**src/rtl/cpu_controller_pkg.sv**
```systemverilog
// ============================================================================
// Module  : cpu_ctrl_pkg
// Desc    : States, opcode/ext fields, ALU codes, mux selects and the
//           ALU-class decoder shared by the CR16-subset control FSM.
// Rev     : 1.0 - initial release
// ============================================================================
`default_nettype none

package cpu_ctrl_pkg;

    typedef enum logic [3:0] {
        S_FETCH     = 4'd0,
        S_LATCH     = 4'd1,
        S_DECODE    = 4'd2,
        S_ALU       = 4'd3,
        S_LOAD_ADDR = 4'd4,
        S_LOAD_WB   = 4'd5,
        S_STORE     = 4'd6,
        S_LUI       = 4'd7,
        S_BRANCH    = 4'd8,
        S_JUMP      = 4'd9,
        S_JAL       = 4'd10,
        S_NOP       = 4'd11
    } state_t;

    localparam logic [3:0] OP_RTYPE  = 4'h0;
    localparam logic [3:0] OP_MEM    = 4'h4;
    localparam logic [3:0] OP_SHIFT  = 4'h8;
    localparam logic [3:0] OP_BCOND  = 4'hC;
    localparam logic [3:0] OP_LUI    = 4'hF;

    localparam logic [3:0] EXT_AND   = 4'h1;
    localparam logic [3:0] EXT_OR    = 4'h2;
    localparam logic [3:0] EXT_XOR   = 4'h3;
    localparam logic [3:0] EXT_ADD   = 4'h5;
    localparam logic [3:0] EXT_SUB   = 4'h9;
    localparam logic [3:0] EXT_CMP   = 4'hB;
    localparam logic [3:0] EXT_MOV   = 4'hD;
    localparam logic [3:0] EXT_LSHI  = 4'h0;
    localparam logic [3:0] EXT_LSH   = 4'h4;
    localparam logic [3:0] EXT_LOAD  = 4'h0;
    localparam logic [3:0] EXT_STOR  = 4'h4;
    localparam logic [3:0] EXT_JAL   = 4'h8;
    localparam logic [3:0] EXT_JCOND = 4'hC;

    localparam logic [3:0] ALU_ADD = 4'd0;
    localparam logic [3:0] ALU_SUB = 4'd1;
    localparam logic [3:0] ALU_AND = 4'd2;
    localparam logic [3:0] ALU_OR  = 4'd3;
    localparam logic [3:0] ALU_XOR = 4'd4;
    localparam logic [3:0] ALU_CMP = 4'd5;
    localparam logic [3:0] ALU_MOV = 4'd6;
    localparam logic [3:0] ALU_LSH = 4'd7;

    localparam logic [1:0] PCM_NEXT = 2'd0;
    localparam logic [1:0] PCM_RF   = 2'd1;
    localparam logic [1:0] PCM_ALU  = 2'd2;
    localparam logic [1:0] MAM_PC   = 2'd0;
    localparam logic [1:0] MAM_RF   = 2'd1;
    localparam logic [1:0] RWM_MEM  = 2'd0;
    localparam logic [1:0] RWM_LINK = 2'd1;
    localparam logic [1:0] RWM_MOV  = 2'd2;
    localparam logic [1:0] RWM_LUI  = 2'd3;
    localparam logic [1:0] A2M_RF   = 2'd0;
    localparam logic [1:0] A2M_IMM4 = 2'd1;
    localparam logic [1:0] A2M_SEXT = 2'd2;

    typedef struct packed {
        logic       valid;
        logic [1:0] a2m;
        logic [3:0] alu;
        logic       setflags;
        logic       wr_rf;
        logic       movm;
    } alu_dec_t;

    // Register forms carry the function in ext; immediate forms reuse it as op.
    function automatic alu_dec_t alu_decode(input logic [3:0] op, input logic [3:0] ext);
        alu_dec_t   d;
        logic [3:0] code;
        d    = '{valid: 1'b0, a2m: A2M_RF, alu: ALU_ADD, setflags: 1'b0, wr_rf: 1'b0, movm: 1'b1};
        code = (op == OP_RTYPE) ? ext : op;
        if (op == OP_SHIFT) begin
            d.alu   = ALU_LSH;
            d.wr_rf = 1'b1;
            if (ext == EXT_LSH) begin
                d.valid = 1'b1;
            end else if (ext == EXT_LSHI) begin
                d.valid = 1'b1;
                d.a2m   = A2M_IMM4;
            end
        end else begin
            if (op != OP_RTYPE) d.a2m = A2M_SEXT;
            case (code)
                EXT_ADD: begin d.valid = 1'b1; d.wr_rf = 1'b1; d.setflags = 1'b1; d.alu = ALU_ADD; end
                EXT_SUB: begin d.valid = 1'b1; d.wr_rf = 1'b1; d.setflags = 1'b1; d.alu = ALU_SUB; end
                EXT_CMP: begin d.valid = 1'b1; d.setflags = 1'b1; d.alu = ALU_CMP; end
                EXT_AND: begin d.valid = 1'b1; d.wr_rf = 1'b1; d.alu = ALU_AND; end
                EXT_OR:  begin d.valid = 1'b1; d.wr_rf = 1'b1; d.alu = ALU_OR;  end
                EXT_XOR: begin d.valid = 1'b1; d.wr_rf = 1'b1; d.alu = ALU_XOR; end
                EXT_MOV: begin d.valid = 1'b1; d.wr_rf = 1'b1; d.alu = ALU_MOV; d.movm = 1'b0; end
                default: ;
            endcase
        end
        return d;
    endfunction

endpackage

`default_nettype wire

```
**src/rtl/cpu_controller_if.sv**
```systemverilog
// ============================================================================
// Module  : cpu_controller_if
// Desc    : Controller <-> datapath bundle: IR/PSR in, enables/selects out.
// Rev     : 1.0 - initial release
// ============================================================================
`default_nettype none

interface cpu_controller_if #(parameter int SIZE = 16);
    logic [SIZE-1:0] instr;
    logic [1:0]      flags1out;
    logic [2:0]      flags2out;
    logic            MemW1en, MemW2en, RFen, PSRen, PCen, INSTRen;
    logic            Movm, A1m, setZNL;
    logic [1:0]      PCm, MAm, A2m, RWm;
    logic [3:0]      aluOp;
    logic            instrDone;

    modport master (
        input  instr, flags1out, flags2out,
        output MemW1en, MemW2en, RFen, PSRen, PCen, INSTRen,
        output Movm, A1m, setZNL, PCm, MAm, A2m, RWm, aluOp, instrDone
    );

    modport slave (
        output instr, flags1out, flags2out,
        input  MemW1en, MemW2en, RFen, PSRen, PCen, INSTRen,
        input  Movm, A1m, setZNL, PCm, MAm, A2m, RWm, aluOp, instrDone
    );
endinterface

`default_nettype wire

```
**src/rtl/cpu_controller_cond_eval.sv**
```systemverilog
// ============================================================================
// Module  : cond_eval
// Desc    : Branch/jump condition evaluator over PSR {C,F} and {Z,N,L}.
// Rev     : 1.0 - initial release
// ============================================================================
`default_nettype none

module cond_eval (
    input  wire logic [3:0] cond,
    input  wire logic [1:0] flags1,
    input  wire logic [2:0] flags2,
    output logic            taken
);
    logic w_c, w_f, w_z, w_n, w_l;
    assign {w_c, w_f}      = flags1;
    assign {w_z, w_n, w_l} = flags2;

    always_comb begin
        taken = 1'b0;
        case (cond)
            4'h0: taken = w_z;
            4'h1: taken = ~w_z;
            4'h2: taken = w_c;
            4'h3: taken = ~w_c;
            4'h4: taken = w_l;
            4'h5: taken = ~w_l;
            4'h6: taken = w_n;
            4'h7: taken = ~w_n;
            4'h8: taken = w_f;
            4'h9: taken = ~w_f;
            4'hA: taken = ~w_l & ~w_z;
            4'hB: taken = w_l | w_z;
            4'hC: taken = ~w_n & ~w_z;
            4'hD: taken = w_n | w_z;
            4'hE: taken = 1'b1;
            default: taken = 1'b0;
        endcase
    end
endmodule

`default_nettype wire

```
**src/rtl/cpu_controller.sv**
```systemverilog
// ============================================================================
// Module  : cpu_controller
// Desc    : Multi-cycle control FSM for the 16-bit CR16-subset datapath.
//           Optional single-step control under macro CPU_CTRL_STEP_EN.
// Rev     : 1.0 - initial release
// ============================================================================
`default_nettype none

module cpu_controller
    import cpu_ctrl_pkg::*;
#(
    parameter int SIZE = 16
) (
    input  wire logic          clk,
    input  wire logic          reset,
`ifdef CPU_CTRL_STEP_EN
    input  wire logic          run,
    input  wire logic          step,
`endif
    cpu_controller_if.master   bus
);
    state_t          r_state, w_next;
    logic [SIZE-1:0] w_instr;
    logic [3:0]      w_op, w_ext, w_cond;
    logic            w_taken, w_advance;
    alu_dec_t        w_dec;
    logic            w_unused;

    assign w_instr  = bus.instr;
    assign w_op     = w_instr[15:12];
    assign w_cond   = w_instr[11:8];
    assign w_ext    = w_instr[7:4];
    assign w_dec    = alu_decode(w_op, w_ext);
    assign w_unused = ^w_instr[3:0];

    cond_eval u_cond_eval (
        .cond   (w_cond),
        .flags1 (bus.flags1out),
        .flags2 (bus.flags2out),
        .taken  (w_taken)
    );

`ifdef CPU_CTRL_STEP_EN
    logic r_step_d, r_step_go;

    // A step edge is latched and consumed by the next S_FETCH, so an edge seen mid-instruction still counts once.
    always_ff @(posedge clk or posedge reset) begin
        if (reset) begin
            r_step_d  <= 1'b0;
            r_step_go <= 1'b0;
        end else begin
            r_step_d <= step;
            if (step && !r_step_d)
                r_step_go <= 1'b1;
            else if (r_state == S_FETCH)
                r_step_go <= 1'b0;
        end
    end

    assign w_advance = run | r_step_go;
`else
    assign w_advance = 1'b1;
`endif

    always_ff @(posedge clk or posedge reset) begin
        if (reset) r_state <= S_FETCH;
        else       r_state <= w_next;
    end

    always_comb begin
        w_next = r_state;
        case (r_state)
            S_FETCH:     if (w_advance) w_next = S_LATCH;
            S_LATCH:     w_next = S_DECODE;
            S_DECODE: begin
                case (w_op)
                    OP_LUI:   w_next = S_LUI;
                    OP_BCOND: w_next = S_BRANCH;
                    OP_MEM: begin
                        case (w_ext)
                            EXT_LOAD:  w_next = S_LOAD_ADDR;
                            EXT_STOR:  w_next = S_STORE;
                            EXT_JAL:   w_next = S_JAL;
                            EXT_JCOND: w_next = S_JUMP;
                            default:   w_next = S_NOP;
                        endcase
                    end
                    default:  w_next = w_dec.valid ? S_ALU : S_NOP;
                endcase
            end
            S_LOAD_ADDR: w_next = S_LOAD_WB;
            default:     w_next = S_FETCH;
        endcase
    end

    always_comb begin
        bus.MemW1en   = 1'b0;
        bus.MemW2en   = 1'b0;
        bus.RFen      = 1'b0;
        bus.PSRen     = 1'b0;
        bus.PCen      = 1'b0;
        bus.INSTRen   = 1'b0;
        bus.Movm      = 1'b0;
        bus.A1m       = 1'b0;
        bus.setZNL    = 1'b0;
        bus.PCm       = PCM_NEXT;
        bus.MAm       = MAM_PC;
        bus.A2m       = A2M_RF;
        bus.RWm       = RWM_MEM;
        bus.aluOp     = ALU_ADD;
        bus.instrDone = 1'b0;
        case (r_state)
            S_LATCH:     bus.INSTRen = 1'b1;
            S_ALU: begin
                bus.RFen      = w_dec.wr_rf;
                bus.Movm      = w_dec.movm;
                bus.A2m       = w_dec.a2m;
                bus.aluOp     = w_dec.alu;
                bus.PSRen     = w_dec.setflags;
                bus.setZNL    = w_dec.setflags;
                bus.RWm       = RWM_MOV;
                bus.PCen      = 1'b1;
                bus.instrDone = 1'b1;
            end
            S_LOAD_ADDR: bus.MAm = MAM_RF;
            S_LOAD_WB: begin
                bus.MAm       = MAM_RF;
                bus.RWm       = RWM_MEM;
                bus.RFen      = 1'b1;
                bus.PCen      = 1'b1;
                bus.instrDone = 1'b1;
            end
            S_STORE: begin
                bus.MAm       = MAM_RF;
                bus.MemW1en   = 1'b1;
                bus.PCen      = 1'b1;
                bus.instrDone = 1'b1;
            end
            S_LUI: begin
                bus.RWm       = RWM_LUI;
                bus.RFen      = 1'b1;
                bus.PCen      = 1'b1;
                bus.instrDone = 1'b1;
            end
            S_BRANCH: begin
                // Taken target is PC + sext(disp) computed by the ALU.
                if (w_taken) begin
                    bus.A1m = 1'b1;
                    bus.A2m = A2M_SEXT;
                    bus.PCm = PCM_ALU;
                end
                bus.PCen      = 1'b1;
                bus.instrDone = 1'b1;
            end
            S_JUMP: begin
                bus.PCm       = w_taken ? PCM_RF : PCM_NEXT;
                bus.PCen      = 1'b1;
                bus.instrDone = 1'b1;
            end
            S_JAL: begin
                bus.RWm       = RWM_LINK;
                bus.RFen      = 1'b1;
                bus.PCm       = PCM_RF;
                bus.PCen      = 1'b1;
                bus.instrDone = 1'b1;
            end
            S_NOP: begin
                bus.PCen      = 1'b1;
                bus.instrDone = 1'b1;
            end
            default: ;
        endcase
    end
endmodule

`default_nettype wire
```
**src/flat_wrapper.sv**
```systemverilog
// flat-port wrapper written by rule: the top's interface ports become plain ports
module cpu_controller_flat import cpu_ctrl_pkg::*;
#(
    parameter int SIZE = 16
)
  (clk, reset, bus_instr, bus_flags1out, bus_flags2out, bus_MemW1en, bus_MemW2en, bus_RFen, bus_PSRen, bus_PCen, bus_INSTRen, bus_Movm, bus_A1m, bus_setZNL, bus_PCm, bus_MAm, bus_A2m, bus_RWm, bus_aluOp, bus_instrDone);
  cpu_controller_if #(.SIZE(SIZE)) bus_i ();
  input  wire logic clk;
  input  wire logic reset;
  input wire logic [$bits(bus_i.instr)-1:0] bus_instr;
  input wire logic [$bits(bus_i.flags1out)-1:0] bus_flags1out;
  input wire logic [$bits(bus_i.flags2out)-1:0] bus_flags2out;
  output wire logic [$bits(bus_i.MemW1en)-1:0] bus_MemW1en;
  output wire logic [$bits(bus_i.MemW2en)-1:0] bus_MemW2en;
  output wire logic [$bits(bus_i.RFen)-1:0] bus_RFen;
  output wire logic [$bits(bus_i.PSRen)-1:0] bus_PSRen;
  output wire logic [$bits(bus_i.PCen)-1:0] bus_PCen;
  output wire logic [$bits(bus_i.INSTRen)-1:0] bus_INSTRen;
  output wire logic [$bits(bus_i.Movm)-1:0] bus_Movm;
  output wire logic [$bits(bus_i.A1m)-1:0] bus_A1m;
  output wire logic [$bits(bus_i.setZNL)-1:0] bus_setZNL;
  output wire logic [$bits(bus_i.PCm)-1:0] bus_PCm;
  output wire logic [$bits(bus_i.MAm)-1:0] bus_MAm;
  output wire logic [$bits(bus_i.A2m)-1:0] bus_A2m;
  output wire logic [$bits(bus_i.RWm)-1:0] bus_RWm;
  output wire logic [$bits(bus_i.aluOp)-1:0] bus_aluOp;
  output wire logic [$bits(bus_i.instrDone)-1:0] bus_instrDone;
  assign bus_i.instr = bus_instr;
  assign bus_i.flags1out = bus_flags1out;
  assign bus_i.flags2out = bus_flags2out;
  assign bus_MemW1en = bus_i.MemW1en;
  assign bus_MemW2en = bus_i.MemW2en;
  assign bus_RFen = bus_i.RFen;
  assign bus_PSRen = bus_i.PSRen;
  assign bus_PCen = bus_i.PCen;
  assign bus_INSTRen = bus_i.INSTRen;
  assign bus_Movm = bus_i.Movm;
  assign bus_A1m = bus_i.A1m;
  assign bus_setZNL = bus_i.setZNL;
  assign bus_PCm = bus_i.PCm;
  assign bus_MAm = bus_i.MAm;
  assign bus_A2m = bus_i.A2m;
  assign bus_RWm = bus_i.RWm;
  assign bus_aluOp = bus_i.aluOp;
  assign bus_instrDone = bus_i.instrDone;
  cpu_controller #(.SIZE(SIZE)) u_core (.clk(clk), .reset(reset), .bus(bus_i));
endmodule
```
**config.mk**
```make
export PLATFORM = sky130hd
export DESIGN_NAME = cpu_controller_flat
export DESIGN_NICKNAME = d
export VERILOG_FILES = /design/src/rtl/cpu_controller_pkg.sv /design/src/rtl/cpu_controller_if.sv /design/src/rtl/cpu_controller_cond_eval.sv /design/src/rtl/cpu_controller.sv /design/src/flat_wrapper.sv
export SDC_FILE = /design/constraint.sdc
export NUM_CORES = 1
export LEC_CHECK = 0
export BUFFER_PORTS_ARGS = -buffer_cell sky130_fd_sc_hd__buf_4
export CORE_AREA = 2 2 50 52
export CTS_CLUSTER_DIAMETER = 60
export DETAILED_ROUTE_END_ITERATION = 8
export DIE_AREA = 0 0 52 54
export PLACE_DENSITY = 0.74
export SLEW_MARGIN = 25
export SYNTH_ARGS = -nofsm -noshare
export SYNTH_HDL_FRONTEND = slang
export SYNTH_HIERARCHICAL = 1
export SYNTH_SLANG_ARGS = --single-unit
```
**constraint.sdc**
```tcl
create_clock -name clk -period 1.7 [get_ports clk]
set_clock_uncertainty 0.05 [all_clocks]
set_input_delay 0.085 -clock clk [delete_from_list [all_inputs] [get_ports clk]]
set_output_delay 0.085 -clock clk [all_outputs]
set_load 0.01 [all_outputs]
```
==> results.ini, run 1 <==
[synth]
synth_edf_count = 0
synth.avg_cell_area_um2 = 7.13
yosysUniqueCellTypes = 50
synth_sequential_area_ratio_pct = 11.1
async_flop_share_pct = 100
ys.flop_type = dfrtp_1
ys_ff_latch = 4
syn_inst = 126
synthesis.area_um2 = 898
yosys_warnings = 6

[clock_network]
clock_latency_ps = 230
cts_buffer_depth = 2
htree_levels = 1
cts_tree = done
clkTransAtPathRegs_ps = 40
cts_num_sinks = 4
cts_made_buffers = 3
cts-root-buf = clkbuf_4

[place]
gp_congestion = 0.819
dp_hpwl_um = 2010
io_buffers = 37
place_ws_ps = -80.4

[global_route]
grt_pass1_wl_um = 4240
track_usage_pct = 19.5
grt_max_degree = 11
overflow = 0
grt_pass1_vias = 1019
antenna_found_initial = 0

[route]
via_per_inst = 5.44
dr_total_vias = 1138
drt_iter0_markers = 13
routed_wl_um = 2830
drtAntennaViolNets = 0
drc = 0
wl_per_cell_um = 13.5
dr.pass1.iters = 4

[timing]
final_max_slew_viol_count = 0
hold_violations = 0
setup_viol = 4
rsz0062_at_grt = true
min_period_ps = 1760
setup_ws_ps = -59.2
fmaxAchievable_mhz = 568
fin_crit_sh_pct = 103

[floorplanning]
dieHeight_um = 54
core.rowCount = 18
ios = 45
die-area_um2 = 2810
initial_core_util_pct = 38.7
die_x_um = 52
coreArea_um2 = 2320

[worst_setup_path]
cp_max_fo = 2
r2r-end = u_core/r_state[3]
crit_path_max_incr_delay_ps = 430
required_ps = 1560
crit_family = compound AO/OA/AOI/OAI gates
worst_path_most_repeated_cell = o311a_1
arrival_ps = 1620
cp-end-kind = output pin
crit_slowest_cell = or4_4
r2r_setup_slack_ps = 330
ff2ff_path_depth = 5
critical_path_class = in2out
crit_buf_inv = 2
r2r-start = u_core/r_state[0]
crit_chain = buf_6 > o311a_1 > o311a_1 > or4_4 > nand2_2 > o22ai_1 > buf_4
setup.worst_path.start_class = primary input

[outcome]
violations = negative setup slack
outcome = complete, but fails checks

[finish]
top_register = u_core/r_state
fin_util_pct = 65.3
largest_reg_flops = 4
drive_gt1_share_pct = 52.0
nNetsFinal = 204
top_regs = u_core/r_state (4)
antenna_cells = 0
nFillCells = 191
areaGrowthSynthToFinish_pct = 68.7
mostFrequentLayoutCell = buf_4
final_cell_mix = buf_4 (51), buf_6 (9), nor2_1 (8), a21oi_1 (8), nor3_1 (6)

[min_path]
hold_class = in2async

[power]
irDropWorstVdd_mv = 0.401
power_density_nw_per_um2 = 642
leakagePower_nw = 0.666

[job]
max_cap_viol_count = 0

-- layout make-up --
type                       count  area (um^2)  share of cell area [%]
sequential                     4          100                    6.61
multi-input combinational    103          803                    53.0
tap                           30         37.5                    2.48
clock buffer                   3         22.5                    1.49
timing repair buffer          63          529                    34.9
inverter                       6         22.5                    1.49
-- worst max-delay path by stage --
| stage | start | to | depth (start not counted) |
|---|---|---|---|
| after floorplan | bus_instr[10] | bus_PCm[1] | 8 |
| after global placement | bus_flags2out[1] | bus_A2m[1] | 7 |
| after detailed placement | bus_flags2out[1] | bus_A2m[1] | 7 |
| after CTS | bus_flags2out[1] | bus_A2m[1] | 7 |
| after global routing | bus_instr[10] | bus_PCm[0] | 8 |
| final | bus_flags2out[1] | bus_A2m[1] | 7 |
-- worst register-to-register path: cells and delay by family, from the launching register on --
| kind | cells | cell delay, ps |
|---|---|---|
| AO/OA/AOI/OAI | 2 | 260 |
| buffers and inverters | 1 | 170 |
| AND/OR/NAND/NOR | 2 | 430 |
| flip-flops | 1 | 380 |
-- routing by layer --
layer / vias to the layer above / global-route usage, % / wire, um
met5: - / 0 / 0
met4: 0 / 3.95 / 21
met3: 2 / 2.50 / 118
met2: 28 / 36.9 / 1500
met1: 542 / 23.5 / 1190
li1: 566 / - / -
-- kinds of logic (layout without fill, tap and decap cells) --
kind of cell	after synthesis	count (layout)	share of synthesized area, %
AND/OR/NAND/NOR	53	53	35.1
AO/OA/AOI/OAI	40	40	32.2
buffers and inverters	21	72	13.1
multiplexers	4	4	5.15
flip-flops	4	4	11.1
XOR/XNOR	3	3	2.93
other	1	3	0.417
-- Yosys cell counts (all sizes together), types with 2 or more instances --
master	number	share of area, %
or4b	2	2.6
xor2	2	2.0
inv	6	2.5
o211ai	3	2.5
nand2b	6	4.5
buf	9	8.1
o31ai	2	1.7
mux2	2	2.9
clkbuf	6	2.5
nand3	4	2.2
nor4b	4	4.6
o22ai	2	1.4
o21ai	6	3.8
a211oi	5	4.7
nor2b	2	1.4
a31oi	2	1.4
dfrtp	4	11
nor3	6	3.3
a21oi	10	5.6
or2	2	1.4
nor3b	3	2.5
nand2	6	2.5
nor2	10	4.2
or3	2	1.5
and2	4	2.8
mux2i	2	2.2
o311a	2	2.2
-- power by group --
group	internal (mW)	switching, mW
Combinational	0.353	0.360
Clock	0.0788	0.0359
Sequential	0.125	0.0194
Total	0.557	0.416
-- per-stage QoR --
step                      area [um^2]  hold slack [ps]  total power [mW]  std cells  setup TNS (ps)
after floorplan                   910             -199             0.524        128               0
after global placement           1290            -75.8             0.768        202            -295
after detailed placement         1290            -68.6             0.777        202            -325
after CTS                        1360              222             0.923        206            -111
after global routing             1520              263              1.05        209            -478
final                            1520              239             0.973        209            -104
-- timing repair --
item,4_1_cts,5_1_grt
setup endpoints to repair,8,11
pin swaps,4,16
hold buffers,1,0
setup buffers,0,3
hold endpoints to repair,4,0
gates resized for setup,9,26
(Power assumes the default switching activity.)
==> run 2, diff against run 1 <==
--- a/config.mk
+++ b/config.mk
@@ -5,7 +5,7 @@
 export SDC_FILE = /design/constraint.sdc
 export NUM_CORES = 1
 export LEC_CHECK = 0
-export BUFFER_PORTS_ARGS = -buffer_cell sky130_fd_sc_hd__buf_4
+export BUFFER_PORTS_ARGS = -buffer_cell sky130_fd_sc_hd__clkbuf_2
 export CORE_AREA = 2 2 50 52
 export CTS_CLUSTER_DIAMETER = 60
 export DETAILED_ROUTE_END_ITERATION = 8
@@ -16,3 +16,4 @@
 export SYNTH_HDL_FRONTEND = slang
 export SYNTH_HIERARCHICAL = 1
 export SYNTH_SLANG_ARGS = --single-unit
+export TNS_END_PERCENT = 50
==> results.ini, run 2 (synthesized netlist as in run 1, its figures left out) <==
[finish]
top_regs = u_core/r_state (4)
antenna_cells = 0
fin_cells = 207
design_area_um2 = 1340
nFillCells = 223
top_register = u_core/r_state
areaGrowthSynthToFinish_pct = 49.4
multi_input_area_um2 = 778
mostFrequentLayoutCell = clkbuf_2
drive_gt1_share_pct = 50.8
final_cell_mix = clkbuf_2 (29), buf_4 (22), nor2_1 (9)
nNetsFinal = 202
regArea_um2 = 101
largest_reg_flops = 4

[worst_setup_path]
r2r_setup_slack_ps = 310
r2r-end = u_core/r_state[3]
startpoint = bus_instr[10]
ff2ff_path_depth = 4
setup.worst_path.start_class = primary input
cp_max_fo = 5
arrival_ps = 1560
r2r-start = u_core/r_state[0]
critical_path_class = in2out
cp-end-kind = output pin
required_ps = 1560

[route]
dr.pass1.iters = 4
wl_per_cell_um = 12.5
dr_total_vias = 1125
via_per_inst = 5.43
routed_wl_um = 2590
drtAntennaViolNets = 0
drc = 0
drt_iter0_markers = 20

[timing]
min_period_ps = 1700
final_max_slew_viol_count = 0
fin_crit_sh_pct = 99.8
setup_viol = 0
fmaxAchievable_mhz = 589
setup_tns_ps = 0
rsz0062_at_grt = true
hold_violations = 0
hold_ws_ps = 212

[clock_network]
cts-root-buf = clkbuf_4
cts_num_sinks = 4
cts_made_buffers = 3
cts_buffer_depth = 2
clock_latency_ps = 230
clkTransAtPathRegs_ps = 40
htree_levels = 1
cts_tree = done

[global_route]
antenna_found_initial = 0
track_usage_pct = 17.3
overflow = 0
grt_pass1_wl_um = 3760
grt_pass1_vias = 906
grt_max_degree = 11

[place]
io_buffers = 37
gp_congestion = 0.848
placed_cells = 201
placedInstanceArea_um2 = 1190
dp_hpwl_um = 2000

[outcome]
outcome = complete, no violations

[floorplanning]
ios = 45
die_x_um = 52
die-area_um2 = 2810
dieHeight_um = 54
core.rowCount = 18
initial_core_util_pct = 38.7
coreArea_um2 = 2320

[job]
max_cap_viol_count = 0

[power]
power_density_nw_per_um2 = 677
leakagePower_nw = 0.610
irDropWorstVdd_mv = 0.476
p_total_mw = 0.909

[min_path]
hold_class = in2async

==> run 2: cell count changes in the layout (fill, tap and decap cells not counted), moves of 2 or more <==
| cell | previous run | this run |
|---|---|---|
| clkbuf_2 | 0 | 29 |
| a211oi_1 | 4 | 2 |
| buf_2 | 0 | 7 |
| buf_4 | 51 | 22 |
| a211oi_2 | 0 | 2 |
| buf_6 | 9 | 1 |
==> run 2: power by group <==
group | internal, mW | switching, mW
logic | 0.288 | 0.342
clock network | 0.0786 | 0.0340
registers | 0.127 | 0.0402
==> run 2: worst max path at each step <==
stage,to,depth (start not counted),slack [ps]
floorplan,bus_PCm[1],8,20
global placement,bus_A2m[1],8,-60
detailed placement,bus_A2m[1],8,-70
CTS,bus_RFen,6,-30
global route,bus_aluOp[1],6,-50
finish,bus_A2m[1],8,4
==> run 2: final cells by class <==
cell class	instances	share of cell area, %
repair buffers	61	28.3
inverters	6	1.68
well taps	30	2.80
multi-input cells	103	58.0
clock buffers	3	1.68
flip-flops and latches	4	7.55
==> run 2: critical path: stages <==
cell,delay [ps]
clkbuf_8,120
buf_6,120
o21a_1,160
o311a_1,340
or4_4,430
nand2_2,80
o22ai_1,80
buf_2,140
==> run 2: layer usage <==
layer,routed length [um],vias up,global-route usage [%]
li1,-,566,-
met5,0,-,0
met3,109,0,1.67
met4,0,0,2.63
met1,1080,535,20.3
met2,1410,24,34.2
==> run 2: repair_timing <==
action                     4_1_cts  5_1_grt
pin swaps                        3        9
setup endpoints to repair       10       12
resized for setup                7       19
hold endpoints to repair         4        0
buffers inserted                 0        2
hold buffers                     1        0
==> run 2: stage by stage <==
step | setup WS [ps] | utilization [%]
finish | 3.61 | 57.9
global route | -47.6 | 57.9
CTS | -33.3 | 54.5
detailed placement | -69.8 | 51.5
global placement | -60.6 | 51.5
floorplan | 24.5 | -
==> run 3, diff against run 2 <==
--- a/config.mk
+++ b/config.mk
@@ -6,11 +6,12 @@
 export NUM_CORES = 1
 export LEC_CHECK = 0
 export BUFFER_PORTS_ARGS = -buffer_cell sky130_fd_sc_hd__clkbuf_2
-export CORE_AREA = 2 2 50 52
+export CORE_AREA = 2 2 49 51
+export CTS_BUF_LIST = sky130_fd_sc_hd__clkbuf_2 sky130_fd_sc_hd__clkbuf_4 sky130_fd_sc_hd__clkbuf_8
 export CTS_CLUSTER_DIAMETER = 60
 export DETAILED_ROUTE_END_ITERATION = 8
-export DIE_AREA = 0 0 52 54
-export PLACE_DENSITY = 0.74
+export DIE_AREA = 0 0 51 53
+export PLACE_DENSITY = 0.77
 export SLEW_MARGIN = 25
 export SYNTH_ARGS = -nofsm -noshare
 export SYNTH_HDL_FRONTEND = slang
==> results.ini, run 3 (synthesized netlist as in run 1, its figures left out) <==
[outcome]
outcome = complete, no violations

[place]
placedInstanceArea_um2 = 1160
dp_hpwl_um = 1960
gp_congestion = 0.845
io_buffers = 37

[power]
p_total_mw = 0.893
power_density_nw_per_um2 = 677
leakagePower_nw = 0.598
irDropWorstVdd_mv = 0.355

[timing]
fmaxAchievable_mhz = 590
setup_viol = 0
final_max_slew_viol_count = 0
hold_ws_ps = 208
min_period_ps = 1700
hold_violations = 0
rsz0062_at_grt = true
fin_crit_sh_pct = 99.7

[clock_network]
cts_made_buffers = 3
clkTransAtPathRegs_ps = 40
htree_levels = 1
cts_num_sinks = 4
cts_buffer_depth = 2
cts_tree = done
clock_latency_ps = 230
cts-root-buf = clkbuf_4

[floorplanning]
coreArea_um2 = 2150
dieHeight_um = 53
die_x_um = 51
core.rowCount = 17
initial_core_util_pct = 41.8
ios = 45
die-area_um2 = 2700

[worst_setup_path]
setup.worst_path.start_class = primary input
arrival_ps = 1560
crit_chain = clkbuf_8 > buf_6 > o21a_1 > o311a_1 > or4_4 > nand2_2 > o22ai_2 > buf_2
cp-end-kind = output pin
cp_max_fo = 6
crit_path_max_incr_delay_ps = 430
crit_slowest_cell = or4_4
required_ps = 1560
critical_path_class = in2out

[global_route]
grt_pass1_vias = 987
antenna_found_initial = 0
overflow = 0
track_usage_pct = 19.6
use_met3_pct = 0.847
busiest_layer = met2
grt_pass1_wl_um = 4130
grt_use_met2_pct = 36.8
grt_use_met1_pct = 23.4
grt_max_degree = 11

[min_path]
hold_class = in2async

[route]
routed_wl_um = 2760
via_per_inst = 5.45
dr_total_vias = 1101
dr.pass1.iters = 4
drtAntennaViolNets = 0
wl_per_cell_um = 13.6
drc = 0
drt_iter0_markers = 17

[finish]
largest_reg_flops = 4
design_area_um2 = 1320
nFillCells = 204
mostFrequentLayoutCell = clkbuf_2
drive_gt1_share_pct = 49.4
areaGrowthSynthToFinish_pct = 46.8
top_regs = u_core/r_state (4)
regArea_um2 = 101
final_cell_mix = clkbuf_2 (29), buf_4 (17), nor2_1 (9)
antenna_cells = 0
top_register = u_core/r_state
multi_input_area_um2 = 772
nNetsFinal = 199

[job]
max_cap_viol_count = 0

==> run 3: cell count changes in the layout (fill, tap and decap cells not counted), sizes merged <==
cell / previous run / this run
buf: 30 / 27
==> run 3: path summary, 6_finish.rpt <==
kind                                           to         startpoint  cells past startpoint  slack, ps
worst max-delay path                   bus_A2m[1]      bus_instr[10]                      8          5
worst min-delay path            u_core/r_state[3]              reset                      3        210
worst max register to register  u_core/r_state[2]  u_core/r_state[2]                      3        330
worst min register to register  u_core/r_state[0]  u_core/r_state[0]                      1        520
max in group asynchronous       u_core/r_state[0]              reset                      3       1240
min in group clk                u_core/r_state[1]       bus_instr[4]                      5        290
==> run 3: final cells by class <==
cell class | instances | area share (%)
repair buffers | 58 | 27.7
clock buffers | 3 | 1.71
well taps | 28 | 2.66
inverters | 6 | 1.71
flip-flops and latches | 4 | 7.69
multi-input cells | 103 | 58.5
==> run 3: repair_timing <==
| action | 4_1_cts | 5_1_grt |
|---|---|---|
| hold endpoints to repair | 4 | 0 |
| hold buffers | 1 | 0 |
| setup buffers | 0 | 3 |
| resized for setup | 8 | 20 |
| endpoints found under the setup margin | 9 | 13 |
| cloned | 0 | 0 |
| pin swaps | 2 | 11 |
==> run 3: stage by stage <==
stage,util [%],setup WS (ps),std cells,setup TNS [ps]
3_3_place_gp,54.1,-47.0,195,-110
4_1_cts,57.9,-40.1,199,-96.9
3_5_place_dp,54.1,-62.5,195,-223
2_1_floorplan,-,24.5,128,0
6_report,61.4,4.54,202,0
5_1_grt,61.4,-46.7,202,-184
==> run 3: worst max-delay path: cells and delay by family <==
kind	cells	cell delay (ps)
AO/OA/AOI/OAI	3	580
buffers and inverters	3	380
AND/OR/NAND/NOR	2	520
==> run 3: routing by layer <==
metal / share of wire (%) / wire (um) / vias to the layer above
met3: 3.7 / 103 / 0
met2: 54 / 1490 / 33
met1: 42 / 1160 / 511
met5: 0 / 0 / -
met4: 0 / 0 / 0
li1: - / - / 557
==> run 3: report_power, final <==
part	internal, mW	switching [mW]
sequential	0.127	0.0404
combinational	0.274	0.336
clock	0.0788	0.0363
total	0.480	0.413
